### src/rtl/mem_arb.sv
// Arbiter/sequencer for the single-port SISC main memory: grants IF or DM,
// runs a fixed MEM_LAT-cycle access, then pulses the owner's ack for one cycle.
module mem_arb #(
   parameter int AW         = 16,
   parameter int DW         = 32,
   parameter int MEM_LAT    = 2,
   parameter int STARVE_LIM = 3
) (
   input  logic          clk,
   input  logic          rst_f,
   input  logic          if_req,
   input  logic [AW-1:0] if_addr,
   output logic [DW-1:0] if_rdata,
   output logic          if_ack,
   input  logic          dm_req,
   input  logic          dm_we,
   input  logic [AW-1:0] dm_addr,
   input  logic [DW-1:0] dm_wdata,
   output logic [DW-1:0] dm_rdata,
   output logic          dm_ack,
   output logic          mem_en,
   output logic          mem_we,
   output logic [AW-1:0] mem_addr,
   output logic [DW-1:0] mem_wdata,
   input  logic [DW-1:0] mem_rdata,
   output logic          busy
);

   typedef enum logic [1:0] {IDLE, ACCESS, DONE} state_t;
   typedef enum logic [1:0] {OWN_NONE, OWN_IF, OWN_DM} owner_t;

   localparam logic [3:0] LAT_INIT = 4'(MEM_LAT - 1);
   localparam logic [2:0] SLIM     = 3'(STARVE_LIM);

   state_t        state, state_nxt;
   owner_t        owner;
   logic [3:0]    lat_cnt;
   logic [2:0]    starve_cnt;
   logic [AW-1:0] addr_q;
   logic          we_q;
   logic [DW-1:0] wdata_q;
   logic          contested;
   logic          grant_if;
   logic          grant_dm;
   logic          last_cyc;

   function automatic logic [2:0] sat_inc(input logic [2:0] val);
      return (val >= SLIM) ? SLIM : val + 3'd1;
   endfunction

   // DM normally wins a tie; IF wins once it has lost STARVE_LIM times in a row
   always_comb begin
      contested = if_req & dm_req;
      grant_dm  = (state == IDLE) & dm_req & ~(if_req & (starve_cnt == SLIM));
      grant_if  = (state == IDLE) & if_req & ~grant_dm;
      last_cyc  = (state == ACCESS) & (lat_cnt == 4'd0);
   end

   always_ff @(posedge clk or negedge rst_f) begin
      if (!rst_f) state <= IDLE;
      else        state <= state_nxt;
   end

   always_comb begin
      state_nxt = state;
      case (state)
         IDLE:    if (grant_if | grant_dm) state_nxt = ACCESS;
         ACCESS:  if (lat_cnt == 4'd0)     state_nxt = DONE;
         DONE:    state_nxt = IDLE;
         default: state_nxt = IDLE;
      endcase
   end

   always_comb begin
      busy      = (state != IDLE);
      mem_en    = (state == ACCESS);
      mem_we    = mem_en & we_q;
      mem_addr  = mem_en ? addr_q : '0;
      mem_wdata = mem_en ? wdata_q : '0;
      if_ack    = (state == DONE) & (owner == OWN_IF);
      dm_ack    = (state == DONE) & (owner == OWN_DM);
   end

   always_ff @(posedge clk or negedge rst_f) begin
      if (!rst_f) begin
         owner      <= OWN_NONE;
         lat_cnt    <= 4'd0;
         starve_cnt <= 3'd0;
      end else begin
         if (grant_if) begin
            owner      <= OWN_IF;
            lat_cnt    <= LAT_INIT;
            starve_cnt <= 3'd0;
         end else if (grant_dm) begin
            owner   <= OWN_DM;
            lat_cnt <= LAT_INIT;
            if (contested) starve_cnt <= sat_inc(starve_cnt);
         end else if (state == ACCESS && lat_cnt != 4'd0) begin
            lat_cnt <= lat_cnt - 4'd1;
         end else if (state == DONE) begin
            owner <= OWN_NONE;
         end
      end
   end

   // Request payload; only observed while ACCESS, so it needs no reset
   always_ff @(posedge clk) begin
      if (grant_if) begin
         addr_q  <= if_addr;
         we_q    <= 1'b0;
         wdata_q <= '0;
      end else if (grant_dm) begin
         addr_q  <= dm_addr;
         we_q    <= dm_we;
         wdata_q <= dm_wdata;
      end
   end

   // Read data lands only on the final access cycle; stores never touch dm_rdata
   always_ff @(posedge clk or negedge rst_f) begin
      if (!rst_f) begin
         if_rdata <= '0;
         dm_rdata <= '0;
      end else if (last_cyc) begin
         if (owner == OWN_IF)             if_rdata <= mem_rdata;
         else if (owner == OWN_DM && !we_q) dm_rdata <= mem_rdata;
      end
   end

endmodule

### config.mk
export PLATFORM = sky130hd
export DESIGN_NAME = mem_arb
export DESIGN_NICKNAME = d
export VERILOG_FILES = /design/src/rtl/mem_arb.sv
export SDC_FILE = /design/constraint.sdc
export NUM_CORES = 1
export LEC_CHECK = 0
export BUFFER_PORTS_ARGS = -buffer_cell sky130_fd_sc_hd__buf_2
export CORE_MARGIN = 4
export CORE_UTILIZATION = 30
export CTS_CLUSTER_DIAMETER = 50
export CTS_CLUSTER_SIZE = 24
export DETAILED_ROUTE_END_ITERATION = 12
export PLACE_DENSITY_LB_ADDON = 0.12
export SLEW_MARGIN = 5
export SYNTH_ARGS = -nofsm -noshare
export SYNTH_HDL_FRONTEND = slang
export SYNTH_SLANG_ARGS = --single-unit
### constraint.sdc
create_clock -name clk -period 2.8 [get_ports clk]
set_clock_uncertainty 0.05 [all_clocks]
set_input_delay 0.28 -clock clk [delete_from_list [all_inputs] [get_ports clk]]
set_output_delay 0.28 -clock clk [all_outputs]
set_load 0.1 [all_outputs]
==> summary.md <==
| Metric | Value |
|---|---|
| Outcome | `completed` |
| TritonCTS clock tree | `done` |
| Fmax achieved | `between 0.3 and 0.4 GHz` |
| # fillers | `between 1500 and 2000` |
| CP Launch Point | `state[0]` |
| Routed vias | `3660` |
| Clock sink count | `between 100 and 150` |
| Unrepaired setup endpoints after global routing | `false` |
| Setup TNS | `0 ns` |
| Die height | `about 140 microns` |
| Gpl congestion | `between 0.7 and 0.8` |
| Core ar. | `approximately 0.017 sq mm` |
| Final setup margin | `about 0.24 ns` |
| Clk buf depth | `2` |
| Syn Nets | `roughly 470` |
| Cell Chain, Critical Path | `or2b_1 -> clkinv_1 -> buf_12 -> and2_1 -> buf_2` |
| Slew HR | `between 30% and 40%` |
| Crit path buffers/inverters | `3` |
| Vias per Instance | `between 4 and 5` |
| Largest net degree at the start of global routing | `between 70 and 80` |
| Slew @ Worst Pin | `approximately 0.95 ns` |
| Fin crit share | `about nine tenths` |
| Max capacitance violation total | `0` |
| Routed Antenna Nets | `0` |
| Final hold vios | `0` |
| Initial antenna violation count | `0` |
| Clk root buf | `clkbuf_16` |
| Die area | `slightly below 0.02 sq mm` |
| Hold path startpoint | `dm_wdata[14]` |
| Final #Nets | `around 690` |
| Post-Synthesis Cells | `369` |
| Port Buffer Count | `approximately 220` |
| Post-DP HPWL | `between 8000 and 9000 microns` |
| Die W | `~140 microns` |
| Max incr delay on CP | `0.43 ns` |
| Synth cell types | `36` |
| H-tree levels | `4` |
| Yosys Warn Count | `0` |
| Row count | `48` |
| Ports | `around 220` |
| First-pass GRT wire length | `about 20000 microns` |
| First-pass detailed-route iteration total | `4` |
| Critical path type | `reg2out` |
| CP max FO | `42` |
| DRT iter0 DRCs | `around 110` |
| Critical path arrival | `roughly 2.2 ns` |
| Req. time, crit path | `about 2.5 ns` |
| Final setup fails | `0` |
| Layout cells sized above 1 | `a little under three fifths` |
| Diodes inserted | `0` |
| Area growth syn-to-layout | `34.6%` |
| Crit path capture type | `primary output` |
| GRT Util Overall | `13.0%` |
| Crit path max-delay family | `buffers and inverters` |
| Slowest cell on the critical path | `dfrtp_1` |
| Clk pin slew, worst setup/hold paths | `0.06 ns` |
| Clk_lat worst skew | `about 0.40 ns` |
| Detailed Route WL | `12800 microns` |
| Crit path time final | `roughly 2.6 ns` |
| Starting Density | `between 30 and 40%` |
| Num CTS Buffers | `17` |
| Area occupied by multi-input gates | `between 0.002 and 0.0025 sq mm` |
| Total gr overflow | `0` |
| Post-DR wirelength/cell | `approximately 15 microns` |
| Synth Cell Area | `0.00529 sq mm` |
| RR Startpoint | `lat_cnt[0]` |
| DP Worst Slack | `between 0.3 and 0.4 ns` |
| Register area | `between 0.003 and 0.004 sq mm` |
| Drc violations | `0` |
| Hold Path Class | `in2reg` |
| Setup crit start kind | `flop` |
| #FFs+latches synth | `124` |
| Number of global-route vias before repair | `3950` |
| Syn Area/Cell | `approximately 14 sq um` |
| Sequential fraction of the synthesis area | `between 50% and 60%` |
| Fin. max-slew vios | `0` |
[cells in the mapped netlist]
| cell | instances | share of area (%) |
|---|---|---|
| a211o_1 | 1 | 0.17 |
| and3_2 | 2 | 0.28 |
| nor3_1 | 4 | 0.38 |
| buf_6 | 2 | 0.43 |
| clkbuf_1 | 14 | 0.99 |
| clkinv_1 | 1 | 0.071 |
| o21ai_1 | 1 | 0.094 |
| nand3_1 | 2 | 0.19 |
| a22o_1 | 33 | 5.5 |
| mux2_2 | 20 | 4.3 |
| dfrtp_1 | 75 | 35 |
| or4_1 | 2 | 0.28 |
| nor2_1 | 6 | 0.43 |
| mux2_4 | 60 | 17 |
| o211ai_1 | 1 | 0.14 |
| inv_1 | 8 | 0.57 |
| a211oi_1 | 1 | 0.14 |
| or3b_1 | 1 | 0.17 |
| and2b_1 | 1 | 0.14 |
| o31ai_1 | 2 | 0.28 |
| o21ai_0 | 4 | 0.38 |
| ha_1 | 4 | 0.95 |
| or2b_1 | 1 | 0.14 |
| a31o_2 | 1 | 0.17 |
| edfxtp_1 | 16 | 9.1 |
| and2_1 | 49 | 5.8 |
| buf_12 | 6 | 2.3 |
| or3b_2 | 1 | 0.17 |
| or4_2 | 1 | 0.17 |
| buf_2 | 1 | 0.094 |
| o41ai_1 | 1 | 0.17 |
| a21oi_1 | 2 | 0.19 |
| dfxtp_1 | 33 | 12 |
| nand2b_1 | 3 | 0.35 |
| nand2_1 | 8 | 0.57 |
| and3_1 | 1 | 0.12 |
[flip-flops by register name, summed over array words and instances, names as in the netlist]
signal,cells
addr_q,16
dm_rdata,32
if_rdata,32
lat_cnt,4
owner,2
starve_cnt,3
state,2
wdata_q,32
we_q,1
[placed cells by master (no fill, tap or decap), types with 3 or more instances in the layout]
master / n
buf_2: 216
dfrtp_1: 75
mux2_4: 60
and2_1: 49
a22o_1: 33
dfxtp_1: 33
mux2_2: 20
clkbuf_16: 17
edfxtp_1: 16
inv_1: 8
nand2_1: 8
nor2_1: 6
o21ai_0: 4
ha_1: 4
buf_4: 4
nand2b_1: 3
or4_2: 3
nor3_1: 3
clkinv_2: 3
clkinvlp_4: 3
buf_12: 3
[path summary, 6_finish.rpt]
| path | end | slack [ns] | cells past startpoint |
|---|---|---|---|
| worst max-delay path | mem_wdata[3] | 0.24 | 5 |
| min in group asynchronous | dm_rdata[1] | 0.52 | 2 |
| max in group asynchronous | if_rdata[31] | 1.56 | 2 |
| worst min register to register | wdata_q[14] | 0.42 | 1 |
| worst min-delay path | wdata_q[14] | 0.03 | 2 |
| worst max register to register | dm_rdata[25] | 0.34 | 6 |
[cell type report]
type / count / area share (%)
Inverter: 9 / 0.474
Clock inverter: 14 / 1.67
Timing Repair Buffer: 224 / 16.6
Tap cell: 225 / 3.95
Clock buffer: 18 / 6.16
Sequential cell: 124 / 42.4
Multi-Input combinational cell: 213 / 28.8
[cells by family (layout without fill, tap and decap cells)]
group / Yosys count / count (layout) / synth area share (%)
adders and majority gates: 4 / 4 / 0.945
AOI/OAI and AO/OA: 47 / 47 / 7.19
muxes: 80 / 80 / 21.3
DFF: 124 / 124 / 57.0
and+or+nand+nor: 82 / 82 / 9.17
buffers and inverters: 32 / 265 / 4.42
[what timing repair did]
item                                    in CTS  in global routing
endpoints found under the setup margin       0                  0
gates resized for setup                      0                  0
hold buffers                                 1                  0
buffers inserted                             0                  0
hold endpoints to repair                     6                  0
[through the flow]
stage	utilization [%]	hold slack, ns	instances	instance area [sq um]
2_1_floorplan	-	-0.0656	369	5300
3_3_place_gp	37.9	0.404	794	6560
3_5_place_dp	37.9	0.407	794	6560
4_1_cts	41.2	0.00504	827	7130
5_1_grt	41.2	0.00487	827	7130
6_report	41.2	0.0308	827	7130
[metal layers]
layer	vias up	global-route usage, %	wire, microns
met5	-	0	0
met2	162	19.5	5710
met3	10	6.04	1160
met4	0	4.08	136
li1	1750	-	-
met1	1738	16.6	5760
[worst register-to-register path, cell delays in order (launching register included)]
cell and delay (ns):
dfrtp_1 0.40, inv_1 0.09, ha_1 0.18, or3b_1 0.45, or4_2 0.61, buf_12 0.23, mux2_4 0.34
Power is not shown: default switching activity piles up to over one toggle a cycle in this logic, so the estimate is an artifact.
